[src/rtl/note_sequencer_pkg.sv]
// Shared constants for the note sequencer: tone codes,
// FSM encodings and the default ms prescaler.
package note_sequencer_pkg;

  localparam int         TONE_W       = 6;
  localparam logic [5:0] TONE_REST    = 6'd63;
  localparam logic [5:0] TONE_MAX     = 6'd47;
  localparam int         TICK_DIV_DEF = 100000;

  localparam logic [1:0] ST_IDLE = 2'd0;
  localparam logic [1:0] ST_LOAD = 2'd1;
  localparam logic [1:0] ST_PLAY = 2'd2;
  localparam logic [1:0] ST_GAP  = 2'd3;

  function automatic logic is_note(input logic [5:0] t);
    return t <= TONE_MAX;
  endfunction

endpackage

[src/rtl/note_sequencer_fifo.sv]
// First-word fall-through note queue with flush and
// push-while-full acceptance when a pop happens the same cycle.
module note_fifo #(
  parameter int WIDTH = 16,
  parameter int DEPTH = 16
) (
  input  logic                     clk,
  input  logic                     rst_n,
  input  logic                     push,
  input  logic                     pop,
  input  logic                     flush,
  input  logic [WIDTH-1:0]         din,
  output logic [WIDTH-1:0]         dout,
  output logic                     full,
  output logic                     empty,
  output logic [$clog2(DEPTH):0]   count
);

  localparam int AW = $clog2(DEPTH);

  logic [WIDTH-1:0] mem_q [DEPTH];
  logic [AW-1:0]    rd_q, rd_d;
  logic [AW-1:0]    wr_q, wr_d;
  logic [AW:0]      cnt_q, cnt_d;
  logic             do_pop, do_push;

  assign full  = cnt_q[AW];
  assign empty = (cnt_q == '0);
  assign count = cnt_q;
  assign dout  = mem_q[rd_q];

  always_comb begin
    do_pop  = pop & ~empty;
    do_push = push & (~full | do_pop);
    rd_d    = rd_q;
    wr_d    = wr_q;
    cnt_d   = cnt_q;
    if (flush) begin
      rd_d  = '0;
      wr_d  = '0;
      cnt_d = '0;
    end else begin
      rd_d  = rd_q + AW'(do_pop);
      wr_d  = wr_q + AW'(do_push);
      cnt_d = cnt_q + (AW+1)'(do_push)
                    - (AW+1)'(do_pop);
    end
  end

  always_ff @(posedge clk) begin
    if (!rst_n) begin
      rd_q  <= '0;
      wr_q  <= '0;
      cnt_q <= '0;
    end else begin
      rd_q  <= rd_d;
      wr_q  <= wr_d;
      cnt_q <= cnt_d;
    end
  end

  always_ff @(posedge clk) begin
    if (rst_n && do_push && !flush)
      mem_q[wr_q] <= din;
  end

endmodule

[src/rtl/note_sequencer.sv]
// Plays queued (tone, duration) notes with an articulation
// gap, driving a registered tone index to the tone LUT.
module note_sequencer
  import note_sequencer_pkg::*;
#(
  parameter int TICK_DIV   = TICK_DIV_DEF,
  parameter int FIFO_DEPTH = 16,
  parameter int DUR_W      = 10,
  parameter int GAP_MS     = 10
) (
  input  logic             clk,
  input  logic             rst_n,
  input  logic             wr_en,
  input  logic [5:0]       wr_tone,
  input  logic [DUR_W-1:0] wr_dur,
  input  logic             start,
  input  logic             stop,
  input  logic             flush,
  output logic [5:0]       tone,
  output logic             tone_valid,
  output logic             busy,
  output logic             note_done,
  output logic             fifo_full,
  output logic             fifo_empty,
  output logic             overflow
);

  localparam int PW = (TICK_DIV > 1) ? $clog2(TICK_DIV) : 1;
  localparam int AW = $clog2(FIFO_DEPTH);
  localparam logic [PW-1:0]    PRE_MAX = PW'(TICK_DIV - 1);
  localparam logic [DUR_W-1:0] GAP_LEN = DUR_W'(GAP_MS);

  logic [1:0]         state_q, state_d;
  logic [PW-1:0]      presc_q, presc_d;
  logic [DUR_W-1:0]   ms_q, ms_d;
  logic [DUR_W-1:0]   dur_q, dur_d;
  logic [5:0]         tone_q, tone_d;
  logic               valid_q, valid_d;
  logic               done_q, done_d;
  logic               ovf_q, ovf_d;

  logic               fifo_pop;
  logic [DUR_W+5:0]   head;
  logic [AW:0]        fifo_cnt;
  logic [5:0]         head_tone;
  logic [DUR_W-1:0]   head_dur;
  logic               avail, more, tick;
  logic [PW-1:0]      presc_inc;
  logic [DUR_W-1:0]   ms_inc;

  note_fifo #(
    .WIDTH (6 + DUR_W),
    .DEPTH (FIFO_DEPTH)
  ) u_fifo (
    .clk   (clk),
    .rst_n (rst_n),
    .push  (wr_en),
    .pop   (fifo_pop),
    .flush (flush),
    .din   ({wr_tone, wr_dur}),
    .dout  (head),
    .full  (fifo_full),
    .empty (fifo_empty),
    .count (fifo_cnt)
  );

  assign head_tone = head[DUR_W+5:DUR_W];
  assign head_dur  = head[DUR_W-1:0];

  // A flush this cycle makes the queue look empty to the FSM.
  assign avail = ~fifo_empty & ~flush;
  assign more  = (fifo_cnt > (AW+1)'(1)) & ~flush;
  assign tick  = (presc_q == PRE_MAX);
  assign presc_inc = tick ? '0 : presc_q + PW'(1);
  assign ms_inc    = tick ? ms_q + DUR_W'(1) : ms_q;

  always_comb begin
    state_d  = state_q;
    presc_d  = presc_q;
    ms_d     = ms_q;
    dur_d    = dur_q;
    tone_d   = tone_q;
    valid_d  = valid_q;
    done_d   = 1'b0;
    fifo_pop = 1'b0;
    if (stop) begin
      state_d = ST_IDLE;
      tone_d  = TONE_REST;
      valid_d = 1'b0;
    end else begin
      unique case (state_q)
        ST_IDLE: begin
          if (start && avail) state_d = ST_LOAD;
        end
        ST_LOAD: begin
          presc_d = '0;
          ms_d    = '0;
          if (!avail) begin
            state_d = ST_IDLE;
          end else begin
            fifo_pop = 1'b1;
            if (head_dur == '0) begin
              state_d = more ? ST_LOAD : ST_IDLE;
            end else begin
              dur_d   = head_dur;
              tone_d  = head_tone;
              valid_d = is_note(head_tone);
              state_d = ST_PLAY;
            end
          end
        end
        ST_PLAY: begin
          presc_d = presc_inc;
          ms_d    = ms_inc;
          if (tick && ms_q == dur_q - DUR_W'(1)) begin
            presc_d = '0;
            ms_d    = '0;
            valid_d = 1'b0;
            if (GAP_MS == 0) begin
              done_d  = 1'b1;
              state_d = avail ? ST_LOAD : ST_IDLE;
            end else begin
              state_d = ST_GAP;
            end
          end
        end
        ST_GAP: begin
          presc_d = presc_inc;
          ms_d    = ms_inc;
          if (tick && ms_q == GAP_LEN - DUR_W'(1)) begin
            presc_d = '0;
            ms_d    = '0;
            done_d  = 1'b1;
            state_d = avail ? ST_LOAD : ST_IDLE;
          end
        end
      endcase
    end
  end

  always_comb begin
    ovf_d = ovf_q | (wr_en & fifo_full & ~fifo_pop);
    if (flush) ovf_d = 1'b0;
  end

  always_ff @(posedge clk) begin
    if (!rst_n) begin
      state_q <= ST_IDLE;
      presc_q <= '0;
      ms_q    <= '0;
      dur_q   <= '0;
      tone_q  <= TONE_REST;
      valid_q <= 1'b0;
      done_q  <= 1'b0;
      ovf_q   <= 1'b0;
    end else begin
      state_q <= state_d;
      presc_q <= presc_d;
      ms_q    <= ms_d;
      dur_q   <= dur_d;
      tone_q  <= tone_d;
      valid_q <= valid_d;
      done_q  <= done_d;
      ovf_q   <= ovf_d;
    end
  end

  assign tone       = tone_q;
  assign tone_valid = valid_q;
  assign note_done  = done_q;
  assign busy       = (state_q != ST_IDLE);
  assign overflow   = ovf_q;

endmodule

[config.mk]
export PLATFORM = sky130hd
export DESIGN_NAME = note_sequencer
export DESIGN_NICKNAME = d
export VERILOG_FILES = /design/src/rtl/note_sequencer_pkg.sv /design/src/rtl/note_sequencer_fifo.sv /design/src/rtl/note_sequencer.sv
export SDC_FILE = /design/constraint.sdc
export NUM_CORES = 1
export LEC_CHECK = 0
export CAP_MARGIN = 20
export CORE_UTILIZATION = 50
export CTS_CLUSTER_SIZE = 12
export DETAILED_ROUTE_END_ITERATION = 16
export MAX_ROUTING_LAYER = met4
export PLACE_DENSITY = 0.67
export SYNTH_ARGS = -nofsm -noshare
export SYNTH_HDL_FRONTEND = slang
export SYNTH_SLANG_ARGS = --single-unit
[constraint.sdc]
create_clock -name clk -period 8.7 [get_ports clk]
set_input_delay 1.74 -clock clk [delete_from_list [all_inputs] [get_ports clk]]
set_output_delay 1.74 -clock clk [all_outputs]
set_load 0.03 [all_outputs]
==> Word-level counts from Yosys, hierarchy flattened <==
Memories as Yosys holds them, arrays and structs flattened. A register that Yosys moved wholly into a read port is not among the register bits.
Index checks and enable logic that the tools add are counted.
{ "word_totals": {"in_bits": 22, "mem_bits_ro": 0, "latch_bits": 0, "elab_cells": 95, "out_inout_bits": 12, "regBits": 61, "mem_count": 1, "ram_bits": 256} }
{ "memory_table": {"columns": ["name", "words", "width", "read_ports", "rd_ports_with_merged_regs", "wr", "line", "rtl"], "rows": [
  ["u_fifo.mem_q", 16, 16, 1, 1, 1, "note_sequencer_fifo.sv:21", "logic [WIDTH-1:0] mem_q [DEPTH];"]
]} }
{ "op_classes": {"multipliers": 0, "muxes": 27, "shifts": 0, "n_bitwise": 16, "n_eq_ne": 11, "n_addsub": 7, "order_cmp": 2, "div_mod_pow": 0, "n_reduce_logical": 20} }
{ "ops": {"columns": ["cell", "n"], "rows": [
  ["17-bit 2-to-1 mux", 3],
  ["17-bit one-hot mux with 3 select lines", 1],
  ["10-bit 2-to-1 mux", 3],
  ["10-bit one-hot mux with 3 select lines", 1],
  ["17-bit by 1-bit adder with 17-bit output (second input constant)", 1],
  ["17-bit == test (second input constant)", 1],
  ["1-bit 2-to-1 mux", 11],
  ["10-bit by 1-bit adder with 10-bit output (second input constant)", 1],
  ["10-bit == test", 1],
  ["10-bit by 4-bit == test with 1-bit output (second input constant)", 1],
  ["10-bit zero test", 1],
  ["2-bit 2-to-1 mux", 5],
  ["2-bit != test (second input constant)", 5],
  ["10-bit by 1-bit subtractor with 10-bit output (second input constant)", 1],
  ["4-bit by 1-bit adder with 4-bit output", 2],
  ["1-bit NOT", 8],
  ["2-bit one-hot mux with 4 select lines", 1],
  ["4-bit AND reduction", 2],
  ["1-bit bitwise AND", 6],
  ["6-bit <= comparator (second input constant)", 1],
  ["3-bit AND reduction", 2],
  ["5-bit by 1-bit adder with 5-bit output", 1],
  ["5-bit by 1-bit > comparator with 1-bit output (second input constant)", 1],
  ["1-bit logical AND", 5],
  ["other kinds (14)", 18]
]} }

==> Longest topological paths before layout <==
{ "logic_depth": {"depth_word": 13, "mapped_depth": 14, "mapped_depth_nobuf": 14} }

==> Cells and area by module <==
From an unflattened synthesis, not the netlist that was laid out.
{ "hier_totals": {"hier_cells": 788, "area_unflattened_um2": 12974.9} }
{ "modules_own_cells": {"columns": ["module", "n_inst", "seq_area_each_um2", "area_per_inst_um2", "cells_each"], "rows": [
  ["note_fifo", 1, 7947.6, 10461.3, 489],
  ["note_sequencer", 1, 960.9, 2513.7, 299]
]} }

==> Worst setup path before layout <==
Ideal clock, no wire load.
{ "synth_path": {"path_kind": "input-to-reg", "start": "input flush", "end": "memory u_fifo.mem_q[0][0], enable pin", "path_buffers": 0, "setup_ps": 409, "slack_ps": 4030, "required_time_ps": 8291, "arrival_ps": 4261, "stages": 5, "path_cell_list": "nor4_1 nand2b_1 nand3_1 or3_1 nor3_1"} }
{ "synth_via": {"elab_chain_len": 12, "elab_cells_between_ends": 13, "classes_between": "5 x mux; 5 x bitwise; 3 x reduce/logical"} }
{ "synth_rtl": {"columns": ["element", "line", "rtl"], "rows": [
  ["start, declared", "note_sequencer.sv:18", "input logic flush,"],
  ["1-bit NOT", "note_sequencer.sv:71", "assign avail = ~fifo_empty & ~flush;"],
  ["1-bit bitwise AND", "note_sequencer.sv:71", null],
  ["1-bit 2-to-1 mux", "note_sequencer.sv:98", "if (!avail) begin"],
  ["1-bit 2-to-1 mux", "note_sequencer.sv:91", "unique case (state_q)"],
  ["1-bit 2-to-1 mux", "note_sequencer.sv:86", "if (stop) begin"],
  ["1-bit bitwise AND", "note_sequencer_fifo.sv:33", "do_pop = pop & ~empty;"],
  ["1-bit OR", "note_sequencer_fifo.sv:34", "do_push = push & (~full | do_pop);"],
  ["1-bit bitwise AND", "note_sequencer_fifo.sv:34", null],
  ["1-bit logical AND", "note_sequencer_fifo.sv:63", "if (rst_n && do_push && !flush)"],
  ["1-bit logical AND (*)", "note_sequencer_fifo.sv:63", null],
  ["1-bit 2-to-1 mux (*)", "note_sequencer_fifo.sv:63", null],
  ["1-bit 2-to-1 mux (implied by the code) (*)", "note_sequencer_fifo.sv:64", "mem_q[wr_q] <= din;"],
  ["end, declared", "note_sequencer_fifo.sv:21", null]
]} }
Mark *: on every way between the ends. The rest lies on a longest branch, timed or not.

==> Final worst setup path <==
{ "layout_path": {"start": "input rst_n", "end": "memory u_fifo.mem_q[2][6], enable pin"} }
{ "layout_via": {"elab_chain_len": 4} }
{ "layout_rtl": {"columns": ["element", "line", "rtl"], "rows": [
  ["start, declared", "note_sequencer.sv:12", "input logic rst_n,"],
  ["1-bit logical AND (2 in a row)", "note_sequencer_fifo.sv:63", null],
  ["1-bit 2-to-1 mux", "note_sequencer_fifo.sv:63", null],
  ["1-bit 2-to-1 mux (implied by the code)", "note_sequencer_fifo.sv:64", null]
]} }
No other way between the ends.

==> flow_summary.yaml <==
run_status:
  status: "complete, no violations"
pwr:
  combPwrFrac_pct: 2.3
  p_seq_share_pct: 53.1
  p_leak_nw: 4.702
  clkPwrFrac_pct: 44.7
  vdd_ir_drop_max_mv: 0.1706
  power.internal_w: 0.002480
  switching_power_w: 0.0006194
  swShare_pct: 19.98
  power_per_cell_area_nw_per_um2: 208.1
timing:
  timing.fmax_ghz: 0.2077
  finClkSkew_ps: 14.93
  rsz0062_at_grt: "false"
  finalCritPeriodShare_pct: 55.35
  final.setup.tns_ps: 0
  finalHoldWorstSlack_ps: 480.2
  hold_violations: 0
  setup_viol: 0
  relSlewSlack_pct: 28.09
  worstMarginPinSlew_ps: 1064
  layout_min_cycle_time_ps: 4815
  drv_slew: 0
final_layout:
  multi_input_area_sq_um: 4009
  fin_nets: 919
  seq_area_sq_um: 8915
  syn_to_final_growth_pct: 13.75
  layout-drive-gt1-share_pct: 15.36
  final_area_sq_um: 14890
  nFillCells: 1964
yosys:
  synthArstFlopShare_pct: 0
  synth_nets: 874
  synth_edf_count: 256
  syn_area_per_cell_sq_um: 15.68
  ys_seq_area_share_pct: 68.06
  ys_types: 58
  ys.flop_type: "edfxtp_1"
  synth_warnings: 0
  ys_ff_latch: 317
  syn_area_sq_um: 13090
  synth_cells: 835
clocking:
  ctsHtreeMaxLevel: 2
  cts_setup_buffers: 0
  clock_sinks: 317
  cts_tree: "built"
  cts_resized: 0
  clk_pin_slew_ps: 60
  cts_made_buffers: 35
  insertion_delay_ps: 510
  root_buffer: "clkbuf_16"
  clock_path_buffers: 3
  postCtsHoldBufs: 0
critical_path:
  setup.worst_path.class: "in2reg"
  end_kind: "flip-flop"
  start_kind: "input port"
  path_max_fanout: 21
  ff2ff_setup_slack_ps: 4530
  cp.required_ps: 8910
  reg2regPathDepth: 7
  cp.arrival_ps: 5020
floorplan:
  start_util_pct: 51.54
  coreArea_sq_um: 25400
  die-area_sq_um: 26830
  die_x_microns: 163.8
  io_pins: 34
  fp-row-count: 58
  die_h_microns: 163.8
place:
  gp_congestion: 0.8739
  hpwl_mm: 19.71
  portBuffers: 33
  placed_cell_area_sq_um: 13810
global_routing:
  grt_max_degree: 48
  grt_overflow: 0
  grt_usage_pct: 23.70
  grt_pass1_wl_mm: 44.41
  grt_pass1_vias: 7256
  antenna_found_initial: 1
run:
  maxCapViolCount: 0
worst_hold_path:
  holdPathStages: 2
  hold_class: "reg2reg"
routing:
  finalWirelength_mm: 29.70
  ant_nets: 0
  drt_pass1_iterations: 5
  viasPerCell: 5.998
  drtIter0Drc: 610
  wl_per_cell_microns: 24.03
  routed-via-count: 7413
  drc: 0
[per-layer routing]
layer  GRT usage [%]  vias up  part of all wire, %  wire length (microns)
met2           35.61      221                   47                  13820
met4           7.113        0                  2.3                    683
li1                -     3372                    -                      -
met1           32.65     3771                   45                  13290
met5               -        -                    0                      0
met3           5.076       49                  6.4                   1907
[Yosys cell counts, types with 7 or more instances]
cell type,number,area (sq um)
inv_1,16,60.06
o21ai_0,20,100.1
and2_1,10,62.56
dfxtp_1,61,1221
a22oi_1,10,75.07
a21oi_1,11,55.05
edfxtp_1,256,7687
nand2_1,50,187.7
nor3_1,16,80.08
a221oi_1,9,78.83
and3_1,11,68.82
mux4_2,60,1351
nand4_1,7,43.79
clkbuf_1,26,97.59
xnor2_1,14,122.6
nand3_1,21,105.1
mux2i_1,31,310.3
or3_1,7,43.79
xor2_1,13,113.9
nor2_1,69,259.0
a31oi_1,12,75.07
nor2b_1,8,50.05
nand2b_1,13,81.33
ha_1,16,200.2
[worst paths after layout]
path,from,to
setup / recovery,rst_n,u_fifo.mem_q[2][6]
hold / removal,presc_q[1],presc_q[1]
setup reg to reg,u_fifo.rd_q[0],tone[2]
hold reg to reg,presc_q[1],presc_q[1]
[cell families (layout without fill, tap and decap cells)]
| family | Yosys count | count (layout) | synth area share, % |
|---|---|---|---|
| flops | 317 | 317 | 68.06 |
| simple gates | 232 | 232 | 8.727 |
| compound gates | 97 | 97 | 5.248 |
| mux | 92 | 92 | 12.78 |
| buf+inv | 53 | 123 | 1.701 |
| xor+xnor | 27 | 27 | 1.807 |
| fa+ha+maj | 17 | 17 | 1.682 |
| other cells | 0 | 1 | 0 |
[through the flow]
step / util [%] / worst slack, ps / std cells / power [W]
floorplan: - / 4030 / 835 / 0.001701
global placement: 54.37 / 3502 / 1173 / 0.001746
detailed placement: 54.37 / 3413 / 1173 / 0.001747
CTS: 58.61 / 3915 / 1235 / 0.003126
global route: 58.62 / 3629 / 1236 / 0.003190
finish: 58.62 / 3885 / 1236 / 0.003099
[critical path, cell delays in order]
cell	delay, ps
clkdlybuf4s50_1	920
clkinv_1	430
nor2_1	430
nand3_1	220
nor2_1	130
nand2_1	160
nor3_2	650
buf_4	330
[power groups by stage]
stage | Sequential [W] | Combinational, W | Clock (W)
CTS | 0.00164 | 0.0000709 | 0.00141
finish | 0.00164 | 0.0000697 | 0.00138
floorplan | 0.00168 | 0.0000247 | 0
detailed placement | 0.00168 | 0.0000710 | 0
global route | 0.00164 | 0.0000761 | 0.00147
global placement | 0.00168 | 0.0000694 | 0
[state kept, by name, summed over array words and instances, names as in the netlist, named ones only]
signal / flops
note_done: 1
presc_q: 17
overflow: 1
dur_q: 10
tone_valid: 1
u_fifo.rd_q: 4
tone: 6
u_fifo.wr_q: 4
ms_q: 10
state_q: 1
u_fifo.count: 5
u_fifo.mem_q: 256
[layout make-up]
| cell class | instances | share of cell area [%] |
|---|---|---|
| Timing Repair Buffer | 43 | 2.723 |
| Sequential cell | 317 | 59.87 |
| Inverter | 18 | 0.4538 |
| Clock buffer | 49 | 6.580 |
| Tap cell | 330 | 2.773 |
| Antenna cell | 1 | 0.01681 |
| Multi-Input combinational cell | 465 | 26.92 |
| Clock inverter | 13 | 0.6555 |
[layout by cell type, fill, tap and decap left out, types with 11 or more instances in the layout]
cell type	netlist	layout
a31oi_1	12	12
ha_1	16	16
and3_1	11	11
clkdlybuf4s50_1	0	33
o21ai_0	20	20
a21oi_1	11	11
nor2_1	69	57
edfxtp_1	256	256
xor2_1	13	13
inv_1	16	16
nand2b_1	13	13
xnor2_1	14	14
nor2_2	0	12
clkbuf_16	0	36
nand3_1	21	21
mux4_2	60	60
nand2_1	50	50
nor3_1	16	12
dfxtp_1	61	58
mux2i_1	31	31
Power figures use the tool's default switching activity.
